**src/rtl/uart_rx.sv**
```systemverilog
// UART receiver: 16x oversampled start/data/parity/stop decode with a valid/ready character port.
// Error flags travel with the held character; overrun pulses when a finished character is dropped.
module uart_rx #(
  parameter int unsigned DATA_BITS  = 8,
  parameter bit          PARITY_EN  = 1'b0,
  parameter bit          PARITY_ODD = 1'b0
) (
  input  logic                 clk,
  input  logic                 rst,
  input  logic                 sample_tick,
  input  logic                 rx_i,
  output logic [DATA_BITS-1:0] rx_data_o,
  output logic                 rx_valid_o,
  input  logic                 rx_ready_i,
  output logic                 frame_err_o,
  output logic                 parity_err_o,
  output logic                 overrun_o,
  output logic                 busy_o
);

  localparam int unsigned BitCntW = $clog2(DATA_BITS + 1);

  typedef enum logic [2:0] {StIdle, StStart, StData, StParity, StStop} state_e;

  state_e               state_q, state_d;
  logic [3:0]           tick_cnt_q, tick_cnt_d;
  logic [BitCntW-1:0]   bit_cnt_q, bit_cnt_d;
  logic [DATA_BITS-1:0] shift_q, shift_d;
  logic                 par_bit_q, par_bit_d;
  logic                 rx_meta_q, rx_s_q;
  logic                 complete;

  logic [DATA_BITS-1:0] data_q, data_d;
  logic                 valid_q, valid_d;
  logic                 ferr_q, ferr_d;
  logic                 perr_q, perr_d;
  logic                 ovr_q, ovr_d;

  always_comb begin
    state_d    = state_q;
    tick_cnt_d = tick_cnt_q;
    bit_cnt_d  = bit_cnt_q;
    shift_d    = shift_q;
    par_bit_d  = par_bit_q;
    complete   = 1'b0;
    if (sample_tick) begin
      unique case (state_q)
        StIdle: begin
          if (!rx_s_q) begin
            state_d    = StStart;
            tick_cnt_d = '0;
          end
        end
        StStart: begin
          if (tick_cnt_q == 4'd7) begin
            // Start bit must still be low at its midpoint, otherwise treat as a glitch
            if (!rx_s_q) begin
              state_d    = StData;
              tick_cnt_d = '0;
              bit_cnt_d  = '0;
            end else begin
              state_d = StIdle;
            end
          end else begin
            tick_cnt_d = tick_cnt_q + 4'd1;
          end
        end
        StData: begin
          if (tick_cnt_q == 4'd15) begin
            shift_d    = {rx_s_q, shift_q[DATA_BITS-1:1]};
            bit_cnt_d  = bit_cnt_q + BitCntW'(1);
            tick_cnt_d = '0;
            if (bit_cnt_q == BitCntW'(DATA_BITS - 1)) begin
              state_d = PARITY_EN ? StParity : StStop;
            end
          end else begin
            tick_cnt_d = tick_cnt_q + 4'd1;
          end
        end
        StParity: begin
          if (tick_cnt_q == 4'd15) begin
            par_bit_d  = rx_s_q;
            tick_cnt_d = '0;
            state_d    = StStop;
          end else begin
            tick_cnt_d = tick_cnt_q + 4'd1;
          end
        end
        StStop: begin
          if (tick_cnt_q == 4'd15) begin
            complete   = 1'b1;
            tick_cnt_d = '0;
            state_d    = StIdle;
          end else begin
            tick_cnt_d = tick_cnt_q + 4'd1;
          end
        end
        default: state_d = StIdle;
      endcase
    end
  end

  always_comb begin
    data_d  = data_q;
    valid_d = valid_q;
    ferr_d  = ferr_q;
    perr_d  = perr_q;
    ovr_d   = 1'b0;
    if (valid_q && rx_ready_i) begin
      valid_d = 1'b0;
    end
    if (complete) begin
      if (!valid_q || rx_ready_i) begin
        data_d  = shift_q;
        ferr_d  = !rx_s_q;
        perr_d  = PARITY_EN & (^shift_q ^ par_bit_q ^ PARITY_ODD);
        valid_d = 1'b1;
      end else begin
        ovr_d = 1'b1;
      end
    end
  end

  always_ff @(posedge clk) begin
    if (rst) begin
      rx_meta_q  <= 1'b1;
      rx_s_q     <= 1'b1;
      state_q    <= StIdle;
      tick_cnt_q <= '0;
      bit_cnt_q  <= '0;
      shift_q    <= '0;
      par_bit_q  <= 1'b0;
      data_q     <= '0;
      valid_q    <= 1'b0;
      ferr_q     <= 1'b0;
      perr_q     <= 1'b0;
      ovr_q      <= 1'b0;
    end else begin
      rx_meta_q  <= rx_i;
      rx_s_q     <= rx_meta_q;
      state_q    <= state_d;
      tick_cnt_q <= tick_cnt_d;
      bit_cnt_q  <= bit_cnt_d;
      shift_q    <= shift_d;
      par_bit_q  <= par_bit_d;
      data_q     <= data_d;
      valid_q    <= valid_d;
      ferr_q     <= ferr_d;
      perr_q     <= perr_d;
      ovr_q      <= ovr_d;
    end
  end

  assign rx_data_o    = data_q;
  assign rx_valid_o   = valid_q;
  assign frame_err_o  = ferr_q;
  assign parity_err_o = perr_q;
  assign overrun_o    = ovr_q;
  assign busy_o       = (state_q != StIdle);

endmodule

```
**config.mk**
```make
export PLATFORM = sky130hd
export DESIGN_NAME = uart_rx
export DESIGN_NICKNAME = d
export VERILOG_FILES = /design/src/rtl/uart_rx.sv
export SDC_FILE = /design/constraint.sdc
export NUM_CORES = 1
export LEC_CHECK = 0
export CAP_MARGIN = 20
export CORE_ASPECT_RATIO = 1.1
export CORE_MARGIN = 2
export CORE_UTILIZATION = 58
export CTS_BUF_LIST = sky130_fd_sc_hd__clkbuf_16
export DETAILED_ROUTE_END_ITERATION = 16
export GPL_ROUTABILITY_DRIVEN = 0
export GPL_TIMING_DRIVEN = 1
export PLACE_DENSITY = 0.91
export SYNTH_ARGS = -nofsm -noshare
export SYNTH_HDL_FRONTEND = slang
export SYNTH_SLANG_ARGS = --single-unit
export TNS_END_PERCENT = 5
```
**constraint.sdc**
```tcl
create_clock -name clk -period 3.5 [get_ports clk]
set_input_delay 0.7 -clock clk [delete_from_list [all_inputs] [get_ports clk]]
set_output_delay 0.7 -clock clk [all_outputs]
set_load 0.01 [all_outputs]
```
== Word-level counts from Yosys, hierarchy flattened ==
Index checks and enable logic that the tools add are counted.

* Add/subtract/negate cells: 2
* Eq/ne operators: 14
* Muxes and demuxes: 23
* Bitwise gates (word level): 1
* Reduce and logical (&&, ||, !) cells: 15

{| class="wikitable"
|+ Operators with widths
! kind !! number
|-
| 4-bit 2-to-1 mux || 6
|-
| 3-bit 2-to-1 mux || 6
|-
| 3-bit case mux with 5 select lines || 1
|-
| 2-bit != test (second input constant) || 7
|-
| 4-bit case mux with 3 select lines || 1
|-
| 4-bit by 1-bit adder with 4-bit output (second input constant) || 2
|-
| 4-bit by 3-bit equality test with 1-bit output (second input constant) || 2
|-
| 4-bit case mux with 2 select lines || 1
|-
| 1-bit 2-to-1 mux || 7
|-
| 7-bit AND reduction || 1
|-
| 3-bit by 2-bit equality test with 1-bit output (second input constant) || 2
|-
| 3-bit nonzero test || 2
|-
| 5-bit AND reduction || 1
|-
| 4-bit equality test (second input constant) || 1
|-
| 2-bit AND reduction || 2
|-
| 3-bit by 1-bit equality test with 1-bit output (second input constant) || 1
|-
| 3-bit equality test (second input constant) || 1
|-
| 3-bit zero test || 1
|-
| 3-bit AND reduction || 1
|-
| 3-bit OR reduction || 1
|-
| 1-bit zero test || 2
|-
| 2-bit 2-to-1 mux || 1
|-
| 2-bit nonzero test || 1
|-
| 2-bit OR reduction || 1
|-
| other kinds (3) || 3
|}

* Register bits: 32
* Bits of input ports: 5
* Output and inout bits: 13

== Longest topological paths before layout ==
Gate-level depths: netlist of the first run.

* Word-level depth: 6
* Gate-level depth with buffers: 6
* Gate-level depth less buffers: 5

== Worst setup path before layout of the first run ==
Ideal clock, no wire load.

* Path kind: reg-to-reg
* From: reg tick_cnt_q[0]
* To: reg state_q[0]
* Setup time: 0.121 ns
* Arrival: 1.618 ns
* Data required time: 3.379 ns
* Slack: 1.761 ns
* Stages on the path, launching flop included: 7
* Clock period less this slack: 1.739 ns
* Path through: dfxtp_1 -> ha_1 -> and3_1 -> buf_2 -> o21ai_1 -> a211oi_2 -> mux2_2

* Longest elaborated chain between the ends: 3

{| class="wikitable"
|+ RTL lines
! item !! RTL line !! text
|-
| start: declaration || 26 || <nowiki>logic [3:0] tick_cnt_q, tick_cnt_d;</nowiki>
|-
| start signal: assignment || 142 || <nowiki>tick_cnt_q <= tick_cnt_d;</nowiki>
|-
| 4-bit equality test or 4-bit by 3-bit equality test with 1-bit output (tied branches) || n/a ||
|-
| 2-bit != test (no line) || n/a ||
|-
| 7-bit AND reduction (no line) (*) || n/a ||
|-
| end signal: assignment || 128 || <nowiki>state_q <= StIdle;</nowiki>
|-
| end signal: assignment || 141 || <nowiki>state_q <= state_d;</nowiki>
|-
| end: declaration || 25 || <nowiki>state_e state_q, state_d;</nowiki>
|}

Every way passes the cells marked *; elsewhere a longest branch is shown, timed or not.
A chain may end at the register's enable or synchronous reset.

== Final worst setup path of the first run ==
* From: reg state_q[1]
* To: out busy_o

* Longest elaborated chain between the ends: 1

{| class="wikitable"
|+ RTL lines
! item !! RTL line !! text
|-
| 3-bit nonzero test || 159 || <nowiki>assign busy_o = (state_q != StIdle);</nowiki>
|-
| end: declaration || 18 || <nowiki>output logic busy_o</nowiki>
|}

Every way passes these cells.

==> impl_metrics.py, run 1 <==
metrics = {
    "place": {
        "hpwl_um": 2180,
        "io_buffers": 16,
        "dpl_worst_slack_ps": 1140,
    },
    "critical_path": {
        "cp-endpoint": "busy_o",
        "crit_start": "state_q[1]",
        "worstPathArrival_ps": 1660,
        "critPathKind": "reg -> out",
        "crit_chain": "or3_4 -> clkdlybuf4s50_1",
        "path_max_fanout": 14,
        "worst_path_largest_cell_delay_ps": 490,
        "r2r-end": "state_q[0]",
        "crit_path_end_kind": "output port",
        "rr_worst_depth": 5,
        "reg2reg_slack_ps": 1420,
        "cp.required_ps": 2800,
        "r2r-start": "tick_cnt_q[0]",
        "cp_slowest_cell": "clkdlybuf4s50_1",
        "start_kind": "register",
    },
    "sta": {
        "rsz0062_at_grt": "no",
        "finalSetupViolations": 0,
        "fin_worst_skew_ps": 7.64,
        "hold_viol": 0,
        "fin_setup_tns_ps": 0,
        "min_period_over_period": 0.674,
        "layout_setup_ws_ps": 1140,
        "drv_slew": 0,
        "min_period_ps": 2360,
        "timing.fmax_ghz": 0.424,
    },
    "grt": {
        "antenna_found_initial": 0,
        "grt_pass1_vias": 1276,
        "grt_max_degree": 38,
        "overflow": 0,
        "track_usage": 0.245,
        "grt_pass1_wl_um": 5530,
    },
    "finish": {
        "n_antenna_cell": 0,
        "final_nets": 187,
        "multiInputGateArea_um2": 795,
        "final_common_cell": "dfxtp_1",
        "drive_gt1_frac": 0.122,
        "fin_util": 0.729,
        "most-common-layout-cells": "dfxtp_1, nor2_1, mux2i_1",
        "area_growth_pct": 18.8,
        "fillers": 179,
        "register_area_um2": 641,
    },
    "pwr": {
        "p_comb_frac": 0.044,
        "power_uw": 823,
        "p_per_area_nw_per_um2": 452,
        "switching_share": 0.216,
        "internal-power_uw": 645,
        "p_switching_uw": 178,
        "p_clk_frac": 0.504,
        "leakage_uw": 0.000669,
        "seqPwrFrac": 0.452,
        "ir_drop_uv": 425,
    },
    "route": {
        "drtAntennaViolNets": 0,
        "drtIter0Drc": 48,
        "dr.pass1.iters": 4,
        "totalWireLength_um": 3340,
        "routedWlPerCell_um": 15.8,
        "via_per_inst": 5.97,
        "drc_errors": 0,
        "vias": 1265,
    },
    "run_status": {
        "status": "finished, final reports clean",
    },
    "clock_tree": {
        "numCtsBuffers": 5,
        "cts_setup_buffers": 0,
        "cts_tree": "yes",
        "cts_sinks": 32,
        "root_buffer": "clkbuf_16",
        "ctsHoldBuffers": 0,
        "cts_buffer_depth": 2,
        "htreeDepth": 2,
        "cts.clk_slew.worst_paths_ps": 50,
        "worst_skew_pair.late_latency_ps": 280,
        "ctsResizeCount": 0,
    },
    "logic_synthesis": {
        "syn_area_per_cell_um2": 9.17,
        "ys_warn_count": 0,
        "synth_edf_count": 0,
        "synth_async_sr_flop_share": 0,
        "synth.yosys.seq_area_share": 0.418,
        "ys.flop_type": "dfxtp_1",
        "synth_area_um2": 1530,
        "syn-num-nets": 174,
        "ys_types": 45,
        "synthCells": 167,
        "synth_seq_cells": 32,
    },
    "worst_hold_path": {
        "hp-class": "reg -> reg",
    },
    "floorplan": {
        "floorplan.initialDensity": 0.614,
        "die_w_um": 53.0,
        "die_y_um": 57.9,
        "design.portCount": 18,
        "rows": 19,
        "core_um2": 2500,
        "die_area_um2": 3070,
    },
    "job": {
        "maxCapViolCount": 0,
    },
}
-- layout make-up --
| class | instances | share of cell area |
|---|---|---|
| well taps | 31 | 0.0213 |
| repair buffers | 19 | 0.100 |
| flip-flops and latches | 32 | 0.352 |
| clock inverters | 3 | 0.0103 |
| inverters | 5 | 0.0103 |
| multi-input cells | 117 | 0.437 |
| clock buffers | 5 | 0.0688 |
-- how the worst min path moves through the flow --
stage                     cells after the start      start  endpoint  slack (ps)
after detailed placement                      1  rx_meta_q    rx_s_q         400
after CTS                                     1  rx_meta_q    rx_s_q         410
after global placement                        1  rx_meta_q    rx_s_q         400
after global routing                          1  rx_meta_q    rx_s_q         430
after floorplan                               1  rx_meta_q    rx_s_q         390
final                                         1  rx_meta_q    rx_s_q         410
-- cells by family (layout without fill, tap and decap cells) --
group,after synthesis,in the layout,share of synthesized area
simple gates,63,63,0.227
compound gates,32,32,0.147
flops,32,32,0.418
mux,19,19,0.126
buf+inv,18,32,0.0629
fa+ha+maj,2,2,0.0163
other cells,1,1,0.00245
-- cells in the mapped netlist, types with 2 or more instances --
cell | n | area share
a21o_1 | 2 | 0.0098
nor2_1 | 26 | 0.064
mux2i_1 | 17 | 0.11
buf_4 | 5 | 0.025
nor3b_1 | 2 | 0.0098
nand3b_1 | 2 | 0.0098
nand2b_1 | 7 | 0.029
nand4_1 | 2 | 0.0082
a221oi_1 | 2 | 0.011
ha_1 | 2 | 0.016
a311oi_1 | 2 | 0.011
inv_1 | 5 | 0.012
nand2_1 | 3 | 0.0074
clkbuf_1 | 5 | 0.012
a211oi_2 | 2 | 0.016
nor3_1 | 2 | 0.0065
o21ai_0 | 6 | 0.020
a21oi_1 | 7 | 0.023
dfxtp_1 | 32 | 0.42
mux2_2 | 2 | 0.015
and3_1 | 2 | 0.0082
nor2b_1 | 5 | 0.020
o21ai_1 | 2 | 0.0065
or2_2 | 2 | 0.0082
a211oi_1 | 2 | 0.0098
buf_2 | 2 | 0.0065
-- power groups by stage --
| stage | sequential [uW] | combinational (uW) | clock (uW) |
|---|---|---|---|
| global placement | 379 | 33.6 | 0 |
| floorplan | 377 | 28.3 | 0 |
| global route | 372 | 39.2 | 439 |
| CTS | 371 | 35.5 | 423 |
| finish | 372 | 36.2 | 415 |
| detailed placement | 379 | 35.1 | 0 |
-- sequential cells by signal, summed over array words and instances (netlist names) --
signal / count
state_q: 3
overrun_o: 1
bit_cnt_q: 4
tick_cnt_q: 4
rx_meta_q: 1
rx_s_q: 1
shift_q: 8
frame_err_o: 1
rx_data_o: 8
rx_valid_o: 1
-- critical path, delay by kind of cell, from the launching register on --
family                 cells  cell delay [ps]
buffers and inverters      1              490
flip-flops                 1              440
AND/OR/NAND/NOR            1              470
-- through the flow --
stage / hold WS (ps) / instance area, um2 / std cells
global route: 430 / 1820 / 212
detailed placement: 398 / 1680 / 204
global placement: 400 / 1680 / 204
CTS: 410 / 1820 / 212
floorplan: 389 / 1530 / 167
finish: 408 / 1820 / 212
-- per-layer routing --
metal	up-vias	GRT usage	part of all wire
li1	614	-	-
met1	600	0.288	0.41
met2	43	0.414	0.52
met3	8	0.0747	0.057
met4	0	0.0916	0.014
met5	-	0	0
No activity file was read; power rests on OpenSTA's default activity.
==> run 2, diff against run 1 <==
--- a/config.mk
+++ b/config.mk
@@ -8,12 +8,12 @@
 export CAP_MARGIN = 20
 export CORE_ASPECT_RATIO = 1.1
 export CORE_MARGIN = 2
-export CORE_UTILIZATION = 58
+export CORE_UTILIZATION = 54
 export CTS_BUF_LIST = sky130_fd_sc_hd__clkbuf_16
 export DETAILED_ROUTE_END_ITERATION = 16
 export GPL_ROUTABILITY_DRIVEN = 0
 export GPL_TIMING_DRIVEN = 1
-export PLACE_DENSITY = 0.91
+export PLACE_DENSITY = 0.86
 export SYNTH_ARGS = -nofsm -noshare
 export SYNTH_HDL_FRONTEND = slang
 export SYNTH_SLANG_ARGS = --single-unit
==> constraint.sdc (replaced) <==
create_clock -name clk -period 2.46 [get_ports clk]
set_input_delay 0.492 -clock clk [delete_from_list [all_inputs] [get_ports clk]]
set_output_delay 0.492 -clock clk [all_outputs]
set_load 0.01 [all_outputs]
==> impl_metrics.py, run 2 (synthesis results as in run 1) <==
metrics = {
    "floorplan": {
        "rows": 20,
        "die_y_um": 59.9,
        "design.portCount": 18,
        "core_um2": 2730,
        "die_w_um": 54.8,
        "die_area_um2": 3280,
        "floorplan.initialDensity": 0.561,
    },
    "critical_path": {
        "cp.required_ps": 1970,
        "r2r-end": "state_q[0]",
        "rr_worst_depth": 5,
        "crit_start": "state_q[1]",
        "worstPathArrival_ps": 1650,
        "crit_path_end_kind": "output port",
        "r2r-start": "tick_cnt_q[0]",
        "reg2reg_slack_ps": 410,
        "path_max_fanout": 14,
        "critPathKind": "reg -> out",
        "start_kind": "register",
    },
    "clock_tree": {
        "ctsHoldBuffers": 0,
        "ctsResizeCount": 0,
        "cts_setup_buffers": 0,
        "cts_sinks": 32,
        "worst_skew_pair.late_latency_ps": 280,
        "cts.clk_slew.worst_paths_ps": 50,
        "cts_buffer_depth": 2,
        "numCtsBuffers": 5,
        "cts_tree": "yes",
        "root_buffer": "clkbuf_16",
        "htreeDepth": 2,
    },
    "sta": {
        "finalSetupViolations": 0,
        "fin_worst_skew_ps": 3.82,
        "timing.fmax_ghz": 0.466,
        "drv_slew": 0,
        "fin_setup_tns_ps": 0,
        "hold_viol": 0,
        "min_period_ps": 2150,
        "min_period_over_period": 0.873,
        "rsz0062_at_grt": "no",
    },
    "place": {
        "dpl_cell_area_um2": 1680,
        "io_buffers": 16,
        "hpwl_um": 2130,
    },
    "job": {
        "maxCapViolCount": 0,
    },
    "grt": {
        "track_usage": 0.231,
        "antenna_found_initial": 0,
        "overflow": 0,
        "grt_pass1_vias": 1192,
        "grt_pass1_wl_um": 5460,
        "grt_max_degree": 37,
    },
    "finish": {
        "most-common-layout-cells": "dfxtp_1, nor2_1, mux2i_1",
        "final_common_cell": "dfxtp_1",
        "fillers": 201,
        "final_nets": 187,
        "n_antenna_cell": 0,
        "area_growth_pct": 20.5,
        "register_area_um2": 641,
        "drive_gt1_frac": 0.122,
        "fin_area_um2": 1850,
        "multiInputGateArea_um2": 795,
    },
    "route": {
        "totalWireLength_um": 3230,
        "drc_errors": 0,
        "vias": 1227,
        "dr.pass1.iters": 4,
        "drtAntennaViolNets": 0,
        "drtIter0Drc": 42,
        "via_per_inst": 5.73,
        "routedWlPerCell_um": 15.1,
    },
    "worst_hold_path": {
        "hp-start": "rx_meta_q",
        "whs_endpoint": "rx_s_q",
        "hp-class": "reg -> reg",
        "holdPathStages": 1,
    },
    "pwr": {
        "ir_drop_uv": 632,
        "leakage_uw": 0.000675,
        "p_per_area_nw_per_um2": 692,
    },
    "run_status": {
        "status": "finished, final reports clean",
    },
}
-- run 2: worst max path at each step --
stage,endpoint,slack (ps)
finish,busy_o,310
global placement,state_q[0],350
floorplan,state_q[0],720
detailed placement,state_q[0],320
CTS,busy_o,320
global route,busy_o,270
-- run 2: layer usage --
layer | up-vias | global-route usage | part of all wire
met2 | 33 | 0.376 | 0.51
met5 | - | 0 | 0
met3 | 5 | 0.0500 | 0.032
met4 | 0 | 0.107 | 0.015
met1 | 579 | 0.285 | 0.44
li1 | 610 | - | -
-- run 2: stage by stage --
stage	worst slack [ps]	hold slack [ps]	total power, uW	instances	util
after global routing	270	424	1310	214	0.677
after floorplan	721	389	576	167	-
after CTS	325	412	1290	214	0.677
after detailed placement	324	401	590	206	0.615
final	313	409	1280	214	0.677
after global placement	354	393	588	206	0.615
-- run 2: report_power, final --
part | switching, uW | leakage (uW) | internal [uW]
registers | 6.29 | 0.000258 | 523
logic | 27.0 | 0.000337 | 23.7
clock network | 223 | 0.0000798 | 475
total | 257 | 0.000675 | 1020
-- run 2: area by class of cell --
class                           instances  share of cell area
Tap cell                               33              0.0224
Sequential cell                        32               0.347
Multi-Input combinational cell        117               0.431
Clock inverter                          3              0.0231
Timing Repair Buffer                   19              0.0990
Clock buffer                            5              0.0678
Inverter                                5              0.0102
-- run 2: critical path, cell delays in order (launching register included) --
cell and delay [ps]:
dfxtp_1 430, or3_4 460, clkdlybuf4s50_1 490
